### src/rtl/disp_pkg.sv
`default_nettype none
// ============================================================================
// Module      : disp_pkg
// Description : Shared types and constants for the display arbiter slice.
//               Word/digit widths, FSM state encoding and a width helper
//               used for the slice counter and round-robin pointer.
// Revision    : 1.0 - initial release
// ============================================================================
package disp_pkg;

  localparam int DIS_W   = 32;  // width of one hex display word
  localparam int DIGIT_W = 4;   // width of one hex digit

  typedef enum logic [0:0] {
    S_IDLE = 1'b0,
    S_OWN  = 1'b1
  } state_t;

  // Bits needed to hold 0..n-1, never less than one bit.
  function automatic int cnt_width(input int n);
    return (n < 2) ? 1 : $clog2(n);
  endfunction

endpackage
`default_nettype wire

### src/rtl/disp_arbiter_if.sv
`default_nettype none
// ============================================================================
// Module      : disp_arbiter_if
// Description : Request/grant/display bundle between the data sources and
//               the display arbiter.
//   req      : per-source level request
//   req_data : source i word in bits [32i+31:32i]
//   grant    : one-hot owner (zero when idle)
//   dis_data : word forwarded to led_driver
//   disp_en  : led_driver enable
//   master = sources side, slave = arbiter side
// Revision    : 1.0 - initial release
// ============================================================================
interface disp_arbiter_if #(
  parameter int N_REQ = 3
);
  import disp_pkg::*;

  logic [N_REQ-1:0]       req;
  logic [DIS_W*N_REQ-1:0] req_data;
  logic [N_REQ-1:0]       grant;
  logic [DIS_W-1:0]       dis_data;
  logic                   disp_en;

  modport master (output req, output req_data,
                  input  grant, input dis_data, input disp_en);
  modport slave  (input  req, input req_data,
                  output grant, output dis_data, output disp_en);
endinterface
`default_nettype wire

### src/rtl/disp_arbiter_rr_pick.sv
`default_nettype none
// ============================================================================
// Module      : rr_pick
// Description : Combinational round-robin winner search. Scans ptr+1,
//               ptr+2, ... ptr+N_REQ (mod N_REQ), so the requester at ptr
//               is considered last. excl_owner removes ptr from the scan.
//   req_i        : request vector
//   ptr_i        : last granted index
//   excl_owner_i : skip the requester at ptr_i
//   valid_o      : a winner exists
//   onehot_o     : winner as one-hot
//   idx_o        : winner as index
// Revision    : 1.0 - initial release
// ============================================================================
module rr_pick
  import disp_pkg::*;
#(
  parameter int N_REQ = 3,
  parameter int PTR_W = 2
) (
  input  logic [N_REQ-1:0] req_i,
  input  logic [PTR_W-1:0] ptr_i,
  input  logic             excl_owner_i,
  output logic             valid_o,
  output logic [N_REQ-1:0] onehot_o,
  output logic [PTR_W-1:0] idx_o
);

  int               c;
  logic [PTR_W-1:0] cidx;

  always_comb begin
    valid_o  = 1'b0;
    onehot_o = '0;
    idx_o    = '0;
    c        = 0;
    cidx     = '0;
    for (int k = 1; k <= N_REQ; k++) begin
      c    = (int'(ptr_i) + k) % N_REQ;
      cidx = c[PTR_W-1:0];
      if (!valid_o && req_i[cidx] && !(excl_owner_i && (cidx == ptr_i))) begin
        valid_o        = 1'b1;
        onehot_o[cidx] = 1'b1;
        idx_o          = cidx;
      end
    end
  end

endmodule
`default_nettype wire

### src/rtl/disp_arbiter.sv
`default_nettype none
// ============================================================================
// Module      : disp_arbiter
// Description : Round-robin owner of the 8-digit display with a minimum and
//               maximum time slice. Selects the owner's word as dis_data and
//               drives led_driver's enable.
//   clk_50mhz : system clock
//   rst_n     : asynchronous active-low reset
//   bus       : slave side of disp_arbiter_if (req, req_data in;
//               grant, dis_data, disp_en out, all registered)
// Revision    : 1.0 - initial release
// ============================================================================
module disp_arbiter
  import disp_pkg::*;
#(
  parameter int N_REQ     = 3,
  parameter int MIN_SLICE = 5_000_000,
  parameter int MAX_SLICE = 50_000_000
) (
  input  logic           clk_50mhz,
  input  logic           rst_n,
  disp_arbiter_if.slave  bus
);

  localparam int CNT_W = cnt_width(MAX_SLICE);
  localparam int PTR_W = cnt_width(N_REQ);
  localparam logic [CNT_W-1:0] C_MIN_M1 = CNT_W'(MIN_SLICE - 1);
  localparam logic [CNT_W-1:0] C_MAX_M1 = CNT_W'(MAX_SLICE - 1);

  state_t             state_q, state_d;
  logic [N_REQ-1:0]   grant_q, grant_d;
  logic [DIS_W-1:0]   dis_q,   dis_d;
  logic               en_q,    en_d;
  logic [CNT_W-1:0]   cnt_q,   cnt_d;
  logic [PTR_W-1:0]   ptr_q,   ptr_d;

  logic               excl;
  logic               pick_valid;
  logic [N_REQ-1:0]   pick_onehot;
  logic [PTR_W-1:0]   pick_idx;
  logic               owner_req;
  logic               rel_a;
  logic               rel_b;

  logic [DIS_W-1:0]   slot [N_REQ];

  generate
    for (genvar gi = 0; gi < N_REQ; gi++) begin : g_slot
      assign slot[gi] = bus.req_data[DIS_W*gi +: DIS_W];
    end
  endgenerate

  rr_pick #(
    .N_REQ (N_REQ),
    .PTR_W (PTR_W)
  ) u_rr_pick (
    .req_i        (bus.req),
    .ptr_i        (ptr_q),
    .excl_owner_i (excl),
    .valid_o      (pick_valid),
    .onehot_o     (pick_onehot),
    .idx_o        (pick_idx)
  );

  // While owning, ptr_q holds the owner's index.
  assign owner_req = |(bus.req & grant_q);
  assign rel_a     = !owner_req && (cnt_q >= C_MIN_M1);
  assign rel_b     = (cnt_q >= C_MAX_M1) && (|(bus.req & ~grant_q));

  always_comb begin
    state_d = state_q;
    grant_d = grant_q;
    dis_d   = dis_q;
    en_d    = en_q;
    cnt_d   = cnt_q;
    ptr_d   = ptr_q;
    excl    = 1'b0;

    case (state_q)
      S_IDLE: begin
        if (pick_valid) begin
          grant_d = pick_onehot;
          dis_d   = slot[pick_idx];
          en_d    = 1'b1;
          cnt_d   = '0;
          ptr_d   = pick_idx;
          state_d = S_OWN;
        end
      end

      S_OWN: begin
        cnt_d = (cnt_q == C_MAX_M1) ? cnt_q : cnt_q + 1'b1;
        if (owner_req) begin
          dis_d = slot[ptr_q];
        end
        if (rel_a || rel_b) begin
          // A forced (max-slice) handover must go to someone else; a
          // voluntary release may return to the owner if it re-requests.
          excl = !rel_a;
          if (pick_valid) begin
            grant_d = pick_onehot;
            dis_d   = slot[pick_idx];
            cnt_d   = '0;
            ptr_d   = pick_idx;
          end else begin
            grant_d = '0;
            en_d    = 1'b0;
            dis_d   = dis_q;
            state_d = S_IDLE;
          end
        end
      end

      default: begin
        state_d = S_IDLE;
        grant_d = '0;
        en_d    = 1'b0;
      end
    endcase
  end

  always_ff @(posedge clk_50mhz or negedge rst_n) begin
    if (!rst_n) begin
      state_q <= S_IDLE;
      grant_q <= '0;
      dis_q   <= '0;
      en_q    <= 1'b0;
      cnt_q   <= '0;
      ptr_q   <= PTR_W'(N_REQ - 1);
    end else begin
      state_q <= state_d;
      grant_q <= grant_d;
      dis_q   <= dis_d;
      en_q    <= en_d;
      cnt_q   <= cnt_d;
      ptr_q   <= ptr_d;
    end
  end

  assign bus.grant    = grant_q;
  assign bus.dis_data = dis_q;
  assign bus.disp_en  = en_q;

endmodule
`default_nettype wire

### src/flat_wrapper.sv
// flat-port wrapper written by rule: the top's interface ports become plain ports
module disp_arbiter_flat import disp_pkg::*;
#(
  parameter int N_REQ     = 3,
  parameter int MIN_SLICE = 5_000_000,
  parameter int MAX_SLICE = 50_000_000
)
  (clk_50mhz, rst_n, bus_req, bus_req_data, bus_grant, bus_dis_data, bus_disp_en);
  disp_arbiter_if #(.N_REQ(N_REQ)) bus_i ();
  input  logic clk_50mhz;
  input  logic rst_n;
  input wire logic [$bits(bus_i.req)-1:0] bus_req;
  input wire logic [$bits(bus_i.req_data)-1:0] bus_req_data;
  output wire logic [$bits(bus_i.grant)-1:0] bus_grant;
  output wire logic [$bits(bus_i.dis_data)-1:0] bus_dis_data;
  output wire logic [$bits(bus_i.disp_en)-1:0] bus_disp_en;
  assign bus_i.req = bus_req;
  assign bus_i.req_data = bus_req_data;
  assign bus_grant = bus_i.grant;
  assign bus_dis_data = bus_i.dis_data;
  assign bus_disp_en = bus_i.disp_en;
  disp_arbiter #(.N_REQ(N_REQ), .MIN_SLICE(MIN_SLICE), .MAX_SLICE(MAX_SLICE)) u_core (.clk_50mhz(clk_50mhz), .rst_n(rst_n), .bus(bus_i));
endmodule
### config.mk
export PLATFORM = sky130hd
export DESIGN_NAME = disp_arbiter_flat
export DESIGN_NICKNAME = d
export VERILOG_FILES = /design/src/rtl/disp_pkg.sv /design/src/rtl/disp_arbiter_if.sv /design/src/rtl/disp_arbiter_rr_pick.sv /design/src/rtl/disp_arbiter.sv /design/src/flat_wrapper.sv
export SDC_FILE = /design/constraint.sdc
export NUM_CORES = 1
export LEC_CHECK = 0
export BUFFER_PORTS_ARGS = -buffer_cell sky130_fd_sc_hd__buf_2
export CORE_MARGIN = 4
export CORE_UTILIZATION = 50
export CTS_CLUSTER_DIAMETER = 120
export DETAILED_ROUTE_END_ITERATION = 7
export PLACE_DENSITY = 0.85
export REMOVE_ABC_BUFFERS = 1
export SKIP_LAST_GASP = 1
export SYNTH_ARGS = -nofsm -noshare
export SYNTH_HDL_FRONTEND = slang
export SYNTH_SLANG_ARGS = --single-unit
### constraint.sdc
create_clock -name clk_50mhz -period 6.3 [get_ports clk_50mhz]
set_input_delay 0.63 -clock clk_50mhz [delete_from_list [all_inputs] [get_ports clk_50mhz]]
set_output_delay 0.63 -clock clk_50mhz [all_outputs]
set_load 0.02 [all_outputs]
Yosys cells after proc, flatten, opt, wreduce, memory -nomap -nowiden
Cells that the tools add are included.

word-level totals
  ROM bits = 0
  word-level logic and storage cells = 116
  memories kept = 0
  input bits = 101
  memory bits (writable) = 0
  register bits after elaboration = 65
  bits in latches = 0
  output and inout port bits = 36

cells by class
  shift operators = 0
  magnitude comparators = 10
  reduce and logical (&&, ||, !) cells = 25
  mux-type cells = 52
  divide/modulo/power cells = 3
  equality and inequality tests = 8
  add/subtract/negate cells = 4
  bitwise gates (word level) = 8
  multipliers = 0

operator list
  kind                                                        count
  two-way mux 32 bit                                          7
  binary-select mux 32 bit (select 2 bit)                     2
  two-way mux 26 bit                                          4
  remainder unit 32 x 3 -> 32 bit, second input constant      3
  case mux 32 bit (2 select lines)                            1
  case mux 26 bit (2 select lines)                            1
  adder 26 x 1 -> 26 bit, second input constant               1
  == test 26 bit, second input constant                       1
  >= comparator 26 x 23 -> 1 bit, second input constant       1
  >= comparator 26 bit, second input constant                 1
  two-way mux 3 bit                                           6
  two-way mux 1 bit                                           16
  logical AND 1 bit                                           13
  two-way mux 2 bit                                           5
  less-than comparator 2 x 3 -> 1 bit, second input constant  3
  zero test 1 bit                                             7
  adder 2 x 2 -> 3 bit, second input constant                 2
  AND 3 bit                                                   2
  binary-select mux 1 bit (select 2 bit)                      3
  demux 1 bit (select 2 bit)                                  3
  == test 2 bit                                               3
  >= comparator 2 x 1 -> 1 bit, second input constant         3
  >= comparator 3 bit, second input constant                  2
  NOT 2 -> 3 bit                                              2
  14 further kinds                                            18

Longest topological paths before layout
Gate-level depths: netlist of run 1.

  depth after elaboration = 26
  mapped depth = 15

Cells and area by module
From an unflattened synthesis of run 1, not the netlist that was laid out.

second synthesis, totals
  cells, all modules = 616
  area, all modules = 5071.1 um^2

by module, submodules not included
  module        times used  area each (um^2)  cells each  seq. area each (um^2)
  disp_arbiter  1           4668.2            565         1627.8
  rr_pick       1           402.9             51          0.0

Worst setup path before layout of run 1
OpenSTA, ideal clock, no wires.

  path type = reg2reg
  from = register u_core.ptr_q[1]
  to = register u_core.dis_q[0] (netlist: u_core.bus.dis_data[0])
  stages on the path, launching flop included = 16
  arrival time = 3.768 ns
  setup time = 0.155 ns
  clock period less this slack = 3.923 ns
  buffers on the path = 4
  path slack = 2.377 ns
  cells stage by stage = dfstp_2 > clkbuf_1 > inv_1 > ha_1 > clkbuf_1 > or3b_2 > nor2_1 > nor2_1 > a21o_1 > a31oi_1 > a21oi_1 > o22ai_1 > and3_1 > clkbuf_1 > buf_2 > a221oi_2

on the way
  cells in the longest elaborated chain, start to end = 22
  elaborated cells between the ends (all ways) = 46
  classes of those cells = add/sub: 3; div: 3; eq/ne: 3; mux: 22; bitwise: 2; reduce/logical: 13

ends and longest elaborated chain
  what                                                   RTL line                                 source
  start: declaration                                     disp_arbiter.sv:35                       logic [PTR_W-1:0] ptr_q, ptr_d;
  start signal: assignment                               disp_arbiter.sv:129                      ptr_q <= PTR_W'(N_REQ - 1);
  start signal: assignment                               disp_arbiter.sv:136                      ptr_q <= ptr_d;
  adder 2 x 1 -> 3 bit                                   disp_arbiter_rr_pick.sv:39               c = (int'(ptr_i) + k) % N_REQ;
  remainder unit 32 x 3 -> 32 bit                        disp_arbiter_rr_pick.sv:39
  == test 2 bit                                          disp_arbiter_rr_pick.sv:41               if (!valid_o && req_i[cidx] && !(excl_owner_i && (cidx == ptr_i))) begin
  logical AND 1 bit                                      disp_arbiter_rr_pick.sv:41
  zero test 1 bit                                        disp_arbiter_rr_pick.sv:41
  logical AND 1 bit                                      disp_arbiter_rr_pick.sv:41
  two-way mux 1 bit                                      disp_arbiter_rr_pick.sv:41
  zero test 1 bit                                        disp_arbiter_rr_pick.sv:41
  [4 not listed]                                         -
  logical AND 1 bit (2 in a row)                         disp_arbiter_rr_pick.sv:41
  two-way mux 2 bit                                      disp_arbiter_rr_pick.sv:41
  NOT 2 -> 3 bit (implied by the code)                   disp_arbiter.sv:83, disp_arbiter.sv:102
  binary-select mux 32 bit (select 2 bit)                disp_arbiter.sv:83, disp_arbiter.sv:102
  two-way mux 32 bit (implied by the code) (2 in a row)  disp_arbiter.sv:83, disp_arbiter.sv:102
  two-way mux 32 bit                                     disp_arbiter.sv:81, disp_arbiter.sv:100
  two-way mux 32 bit                                     disp_arbiter.sv:96                       if (rel_a || rel_b) begin
  case mux 32 bit (2 select lines) (*)                   disp_arbiter.sv:79                       case (state_q)
  end signal: assignment                                 disp_arbiter.sv:133                      dis_q <= dis_d;
  end: declaration                                       disp_arbiter.sv:32                       logic [DIS_W-1:0] dis_q, dis_d;

Every way passes the cells marked *; elsewhere a longest branch is shown, timed or not. The select of a mux whose other input is x is not followed.
A chain may end at the register's enable or synchronous reset.

Worst setup path after layout of run 1
  from = register u_core.ptr_q[1]
  to = register u_core.dis_q[21] (netlist: u_core.bus.dis_data[21])

The elaborated chain is that of the path after synthesis.

==> results of run 1 <==
state kept, by name (all words and copies together) (netlist names):
signal,cells
u_core.bus.grant,3
u_core.bus.dis_data,32
u_core.ptr_q,2
u_core.bus.disp_en,1
u_core.cnt_q,26
u_core.state_q,1
power by group through the flow:
stage,combinational (mW),clock [mW],sequential [mW]
4_1_cts,0.540,0.405,0.561
3_5_place_dp,0.540,0,0.564
5_1_grt,0.591,0.427,0.572
3_3_place_gp,0.519,0,0.565
2_1_floorplan,0.297,0,0.620
6_report,0.541,0.401,0.564
layout make-up:
class,count,area (sq um),area share (%)
sequential,65,1630,26.7
clock buffer,11,141,2.32
clock inverter,5,78.8,1.29
inverter,47,176,2.89
multi-input combinational,436,3180,52.1
timing repair buffer,142,726,11.9
tap,133,166,2.73
layer usage:
layer,wire [microns],GRT usage (%)
met1,6380,33.5
met2,7610,42.3
met4,330,11.6
met3,1180,5.81
met5,0,0
path summary, 6_finish.rpt:
check | from | endpoint | slack [ns] | cells after the start
setup / recovery | u_core.ptr_q[1] | u_core.bus.dis_data[21] | 0.97 | 11
hold / removal | rst_n | u_core.bus.dis_data[5] | 0.46 | 2
setup reg to reg | u_core.ptr_q[1] | u_core.bus.dis_data[21] | 0.97 | 11
hold reg to reg | u_core.cnt_q[1] | u_core.cnt_q[1] | 0.54 | 1
max in group asynchronous | rst_n | u_core.ptr_q[0] | 5.23 | 2
min in group clk_50mhz | bus_req_data[87] | u_core.bus.dis_data[23] | 0.53 | 3
stage by stage:
step | hold WS (ns) | total power [mW] | instances | setup slack (ns)
CTS | 0.494 | 1.51 | 839 | 1.05
global route | 0.517 | 1.59 | 839 | 0.755
detailed placement | 0.522 | 1.10 | 823 | 1.06
global placement | 0.508 | 1.08 | 823 | 1.22
floorplan | 0.334 | 0.917 | 548 | 0.0243
finish | 0.458 | 1.51 | 839 | 0.968
worst reg2reg max path, cell delays in order (launching register included):
cell and delay (ns):
dfstp_2 1.02, inv_1 0.33, ha_1 0.50, or3b_2 0.52
nor2_1 0.22, nor2_1 0.09, a21o_1 0.21, a31oi_1 0.33
a21oi_1 0.12, o22ai_1 0.53, and3_2 1.04, a221oi_1 0.24
synthesized netlist by cell type, types with 3 or more instances:
| cell type | instances |
|---|---|
| nor4_1 | 4 |
| and2_1 | 3 |
| buf_2 | 4 |
| nand2b_1 | 3 |
| a41oi_1 | 3 |
| a22o_1 | 5 |
| a221oi_2 | 29 |
| nor2_1 | 26 |
| o21ai_0 | 57 |
| a211oi_1 | 3 |
| or3_1 | 3 |
| nor3_1 | 12 |
| o22ai_1 | 34 |
| nand2_1 | 63 |
| a221oi_1 | 4 |
| mux2i_1 | 67 |
| dfrtp_1 | 64 |
| nand4_1 | 4 |
| nor3b_1 | 8 |
| nand3_1 | 17 |
| ha_1 | 7 |
| xnor2_1 | 3 |
| inv_1 | 47 |
| a21oi_1 | 11 |
| clkbuf_1 | 30 |
| buf_6 | 3 |
| and3_1 | 10 |
| a21o_1 | 18 |
placed cells by master (no fill, tap or decap), types with 3 or more instances in the layout:
cell type,instances
a211oi_1,3
a21o_1,18
a21oi_1,10
a221oi_1,4
a221oi_2,29
a22o_1,5
a41oi_1,3
and2_1,3
and3_1,9
buf_2,136
buf_4,6
clkbuf_8,10
dfrtp_1,63
ha_1,7
inv_1,47
mux2i_1,66
nand2_1,63
nand2b_1,3
nand3_1,17
nand4_1,4
nor2_1,25
nor3_1,12
nor3b_1,8
nor4_1,4
o21ai_0,57
o22ai_1,34
or3_1,3
xnor2_1,3
cells by family after synthesis:
kind of cell,synth area share [%]
AO/OA/AOI/OAI,28.7
AND/OR/NAND/NOR,16.6
buffers and inverters,6.83
multiplexers,13.6
flip-flops,31.7
adder cells (fa/ha/maj),1.71
XOR/XNOR,0.854
==> flow_summary.yaml, run 1 <==
drt:
  ant_nets: 0
  wl_mm: 15.5
  vias_per_cell: 6.26
  drt-wirelength-per-cell_microns: 18.5
  drtPass1Iterations: 5
  drt_iter0_drc: 406
  vias: 5248
  drc: 0
clocking:
  ctsHtreeMaxLevel: 3
  cts_hold_buf: 0
  root_buffer: "clkbuf_8"
  clkLatencyLatePin_ns: 0.36
  clk_pin_slew_ns: 0.08
  cts_resized: 0
  cts_setup_buffers: 0
  cts_sinks: 65
  cts_tree: "built"
  cts_buffers: 9
  clock_path_buffers: 2
cells_and_area:
  area_growth_pct: 18.9
  final_cell_area_sq_um: 6100
  nets: 809
  drive_gt1_share_pct: 28.9
  antennaDiodeCount: 0
  postLayoutCoreUtil_pct: 61.8
  fillers: 821
grt:
  grt_max_degree: 66
  antenna_found_initial: 0
  gr-usage-all-layers_pct: 26.1
  grt_pass1_vias: 5242
  grt_first_pass_wirelength_mm: 24.8
  grt-ovfl-total: 0
die:
  rows: 36
  start_util_pct: 52.0
  die_y_microns: 109
  ioPinCount: 137
  core_sq_um: 9860
  die_x_microns: 109
  dieArea_sq_um: 11900
synth:
  ys_async_sr_fraction_pct: 100
  yosys.area.top_type: "dfrtp_1"
  ys_seq_area_share_pct: 31.7
  synth_warnings: 0
  synth_edf_count: 0
  ys_ff_latch: 65
  ys_top_cells_by_area: "dfrtp_1 31%, mux2i_1 13%, a221oi_2 8.5%, o21ai_0 5.6%, nand2_1 4.6%"
  synth_area_sq_um: 5130
  synthCells: 587
  synth_top_area_share_pct: 31.2
  synth.distinct_cells: 64
  syn_area_per_cell_sq_um: 8.74
  synth_ff_type: "dfrtp_1"
timing:
  min_period_ns: 5.33
  rsz0062_at_grt: "false"
  final-setup-viol-count: 0
  fin_tns_setup_ns: 0
  fmax_mhz: 188
  hold_viol: 0
  skew_ns: 0.0123
  fin_crit_sh_pct: 84.6
  worst_pin_slew_ns: 1.08
  slew_violations: 0
  max_slew_margin_pct: 26.2
placed_design:
  place_hpwl_mm: 11.0
  post_dp_cell_area_sq_um: 5880
  gp_routability_congestion: 0.938
  port_buffers: 136
critical_path:
  end_kind: "flip-flop"
  cp_top_family: "simple AND/OR/NAND/NOR gates"
  startpoint_type: "flip-flop"
  cp_max_fo: 40
  cp_common_cell: "nor2_1"
  crit_type: "flip-flop to flip-flop"
  cp.required_ns: 6.48
  cp_cell_sequence: "inv_1 > ha_1 > or3b_2 > nor2_1 > nor2_1 > a21o_1 > a31oi_1 > a21oi_1 > o22ai_1 > and3_2 > a221oi_1"
  max_stage_delay_ns: 1.04
  path_buf_inv: 1
  crit_arrival_ns: 5.51
  worst_path_max_delay_cell: "and3_2"
power_and_ir_drop:
  p_switching_uw: 554
  ir_worst_vdd_uv: 123
  p_clk_share_pct: 26.6
  p_seq_share_pct: 37.4
  p_int_uw: 952
  combinationalPowerShare_pct: 35.9
  p_leak_nw: 3.15
  p_per_area_nw_per_um2: 247
  swShare_pct: 36.8
run_status:
  outcome: "completed"
worst_hold_path:
  hold_class: "primary input to asynchronous set/reset pin"
flow_run:
  maxCapViolCount: 0
Power figures use the tool's default switching activity.
==> inputs of run 2 (changes only) <==
clock period = 5 ns   (was 6.3 ns; I/O delays follow)
==> flow_summary.yaml, run 2 (synthesized netlist as in run 1, its figures left out) <==
grt:
  grt-ovfl-total: 0
  grt_max_degree: 66
  antenna_found_initial: 0
  grt_pass1_vias: 5185
  grt_first_pass_wirelength_mm: 24.7
  gr-usage-all-layers_pct: 26.0
flow_run:
  maxCapViolCount: 0
critical_path:
  crit_arrival_ns: 4.18
  end_kind: "flip-flop"
  startpoint_type: "flip-flop"
  crit_type: "flip-flop to flip-flop"
  cp_max_fo: 18
  cp.required_ns: 5.21
clocking:
  cts_tree: "built"
  cts_resized: 0
  cts_buffers: 9
  ctsHtreeMaxLevel: 3
  clock_path_buffers: 2
  cts_sinks: 65
  clk_pin_slew_ns: 0.07
  clkLatencyLatePin_ns: 0.35
  cts_setup_buffers: 0
  cts_hold_buf: 0
  root_buffer: "clkbuf_8"
power_and_ir_drop:
  p_leak_nw: 3.14
  ir_worst_vdd_uv: 156
  p_per_area_nw_per_um2: 293
drt:
  vias_per_cell: 6.23
  wl_mm: 15.2
  drt_iter0_drc: 513
  vias: 5260
  ant_nets: 0
  drc: 0
  drt-wirelength-per-cell_microns: 18.1
  drtPass1Iterations: 6
timing:
  fin_crit_sh_pct: 79.4
  fin_tns_setup_ns: 0
  hold_viol: 0
  rsz0062_at_grt: "false"
  final-setup-viol-count: 0
  slew_violations: 0
  min_period_ns: 3.97
  max_slew_margin_pct: 43.0
  fmax_mhz: 252
  setup_ws_ns: 1.03
  worst_pin_slew_ns: 0.856
  skew_ns: 0.0140
cells_and_area:
  largest_reg_flops: 32
  nets: 814
  postLayoutCoreUtil_pct: 61.7
  ff_latch_area_sq_um: 1630
  multi_input_area_sq_um: 3180
  drive_gt1_share_pct: 29.4
  final_common_cell: "buf_2"
  final_cell_area_sq_um: 6090
  antennaDiodeCount: 0
  area_growth_pct: 18.7
  fillers: 806
  stdcell_count: 844
  final_cell_mix: "136 x buf_2, 66 x mux2i_1, 63 x nand2_1, 63 x dfrtp_1, 57 x o21ai_0"
die:
  ioPinCount: 137
  rows: 36
  die_y_microns: 109
  die_x_microns: 109
  core_sq_um: 9860
  start_util_pct: 52.0
  dieArea_sq_um: 11900
placed_design:
  place_hpwl_mm: 11.1
  post_dp_cell_area_sq_um: 5930
  pre_cts_slack_ns: 1.08
  place_inst: 828
  gp_routability_congestion: 0.952
  port_buffers: 136
run_status:
  outcome: "completed"
worst_hold_path:
  hold_class: "primary input to asynchronous set/reset pin"
[run 2: stage by stage]
stage          hold WS, ns  power (mW)
3_5_place_dp         0.514        1.39
2_1_floorplan        0.204        1.15
4_1_cts              0.355        1.78
5_1_grt              0.394        1.89
3_3_place_gp         0.507        1.37
6_report             0.300        1.78
[run 2: worst max-delay path, cell delays in order (launching register included)]
cell and delay [ns]:
dfstp_2 0.53, inv_1 0.11, ha_1 0.46, or3b_2 0.53, nor2_1 0.22, nor2_1 0.10, a21o_1 0.21, a31oi_1 0.31
a21oi_1 0.10, o22ai_1 0.18, buf_4 0.19, and3_2 0.55, buf_12 0.25, a221oi_2 0.08
[run 2: final timing paths]
| check | startpoint | end | slack, ns | cells past startpoint |
|---|---|---|---|---|
| min in group clk_50mhz | bus_req_data[94] | u_core.bus.dis_data[30] | 0.40 | 3 |
| worst min-delay path | rst_n | u_core.bus.dis_data[1] | 0.30 | 2 |
| worst max register to register | u_core.ptr_q[1] | u_core.bus.dis_data[3] | 1.03 | 13 |
| worst max-delay path | u_core.ptr_q[1] | u_core.bus.dis_data[3] | 1.03 | 13 |
| worst min register to register | u_core.cnt_q[5] | u_core.cnt_q[5] | 0.53 | 1 |
| max in group asynchronous | rst_n | u_core.ptr_q[0] | 4.05 | 2 |
[run 2: area by class of cell]
class	count	share of cell area (%)
Inverter	47	2.90
Clock inverter	6	0.575
Timing Repair Buffer	147	12.7
Tap cell	133	2.73
Clock buffer	10	2.10
Multi-Input combinational cell	436	52.2
Sequential cell	65	26.8
[run 2: report_power, final]
group / switching (mW) / internal (mW)
Combinational: 0.410 / 0.286
Sequential: 0.0765 / 0.621
Clock: 0.214 / 0.176
[run 2: metal layers]
layer	global-route usage (%)	vias to the layer above	wire length, microns	share of wire, %
met2	41.6	283	7390	48
met4	11.8	0	387	2.5
met1	33.3	2512	6150	40
met3	6.40	37	1330	8.7
met5	0	-	0	0
li1	-	2428	-	-
==> inputs of run 3 (changes only) <==
clock period = 3.95 ns   (was 5 ns; I/O delays follow)
==> flow_summary.yaml, run 3 (synthesized netlist as in run 1, its figures left out) <==
cells_and_area:
  drive_gt1_share_pct: 30.5
  nets: 818
  final_common_cell: "buf_2"
  largest_reg_flops: 32
  final_cell_mix: "136 x buf_2, 66 x mux2i_1, 63 x dfrtp_1, 62 x nand2_1, 57 x o21ai_0"
  area_growth_pct: 20.4
  fillers: 799
grt:
  gr-usage-all-layers_pct: 25.9
  grt_first_pass_wirelength_mm: 24.8
  grt-ovfl-total: 0
  grt.met2_usage_pct: 42.9
  grt_max_degree: 44
  gr-max-usage-layer: "met2"
  grt_pass1_vias: 5223
  gr-usage-met1_pct: 32.9
  antenna_found_initial: 1
  grt_util_met3_pct: 5.87
power_and_ir_drop:
  ir_worst_vdd_uv: 211
  p_per_area_nw_per_um2: 371
  p_leak_nw: 3.18
die:
  dieArea_sq_um: 11900
  ioPinCount: 137
  rows: 36
  die_x_microns: 109
  core_sq_um: 9860
  die_y_microns: 109
  start_util_pct: 52.0
drt:
  drt-wirelength-per-cell_microns: 18.1
  vias: 5289
  vias_per_cell: 6.23
  drc: 0
  drtPass1Iterations: 5
  ant_nets: 0
  wl_mm: 15.3
  drt_iter0_drc: 426
timing:
  max_slew_margin_pct: 47.9
  min_period_ns: 3.73
  skew_ns: 0.0125
  hold_viol: 0
  fmax_mhz: 268
  fin_crit_sh_pct: 94.4
  slew_violations: 0
  hold-worst-slack_ns: 0.115
  worst_pin_slew_ns: 0.781
  final-setup-viol-count: 0
  setup_ws_ns: 0.221
  rsz0062_at_grt: "false"
clocking:
  clk_pin_slew_ns: 0.07
  cts_buffers: 9
  cts_sinks: 65
  cts_tree: "built"
  cts_setup_buffers: 0
  clkLatencyLatePin_ns: 0.35
  root_buffer: "clkbuf_8"
  ctsHtreeMaxLevel: 3
  clock_path_buffers: 2
  cts_hold_buf: 0
placed_design:
  gp_routability_congestion: 0.955
  place_hpwl_mm: 11.2
  pre_cts_slack_ns: 0.126
  port_buffers: 136
critical_path:
  crit_start: "u_core.ptr_q[1]"
  cp_max_fo: 17
  cp.required_ns: 4.19
  startpoint_type: "flip-flop"
  crit_type: "flip-flop to flip-flop"
  end_kind: "flip-flop"
  crit_arrival_ns: 3.97
  r2r-start: "u_core.ptr_q[1]"
worst_hold_path:
  hold_class: "primary input to asynchronous set/reset pin"
flow_run:
  maxCapViolCount: 0
run_status:
  outcome: "completed"
run 3: changes by cell type in the layout (fill, tap and decap cells not counted), sizes merged:
cell	change
clkinvlp	-1
diode	+1
clkbuf	+1
buf	+4
run 3: area by class of cell:
class	instances	area (sq um)	share of cell area [%]
tap	133	166	2.69
antenna	1	2.50	0.0405
inverter	47	176	2.86
sequential	65	1630	26.4
timing repair buffer	151	826	13.4
clock buffer	11	141	2.29
clock inverter	5	31.3	0.506
multi-input combinational	436	3200	51.9
run 3: path summary, 6_finish.rpt:
kind                                            to  slack, ns  cells past startpoint
setup / recovery           u_core.bus.dis_data[20]       0.22                     12
hold / removal              u_core.bus.dis_data[9]       0.11                      1
setup reg to reg           u_core.bus.dis_data[20]       0.22                     12
hold reg to reg                    u_core.cnt_q[1]       0.53                      1
max in group asynchronous          u_core.ptr_q[1]       2.87                      2
min in group clk_50mhz     u_core.bus.dis_data[11]       0.29                      3
run 3: critical path: stages (launching register included):
cell,delay (ns)
dfstp_2,0.53
inv_1,0.12
ha_1,0.45
or3b_2,0.52
nor2_1,0.23
nor2_1,0.10
a21o_1,0.24
a41oi_2,0.31
nor4_2,0.11
nor4_4,0.31
buf_6,0.28
mux2i_1,0.12
a221oi_1,0.29
run 3: repair_timing:
item	CTS	global route
resized for setup	0	7
hold endpoints to repair	0	0
endpoints found under the setup margin	0	49
run 3: routing by layer:
layer,part of all wire [%],routed length (microns),vias to the layer above
met5,0,0,-
met4,2.2,343,0
met3,8.4,1290,33
met2,49,7500,287
met1,40,6190,2531
li1,-,-,2438
run 3: where the power goes:
part           switching [mW]  leakage (nW)  internal (mW)
registers              0.0974         0.788          0.785
clock network           0.269        0.0891          0.243
logic                   0.522          2.30          0.376
run 3: stage by stage:
stage                     total power, mW  cell area [sq um]  TNS [ns]  std cells  util, %
after floorplan                      1.46               4960    -86.47        548        -
after global placement               1.74               5970         0        832     60.5
after detailed placement             1.78               5970         0        832     60.5
after CTS                            2.29               6140         0        848     62.3
after global routing                 2.42               6180         0        849     62.6
final                                2.29               6180         0        849     62.6
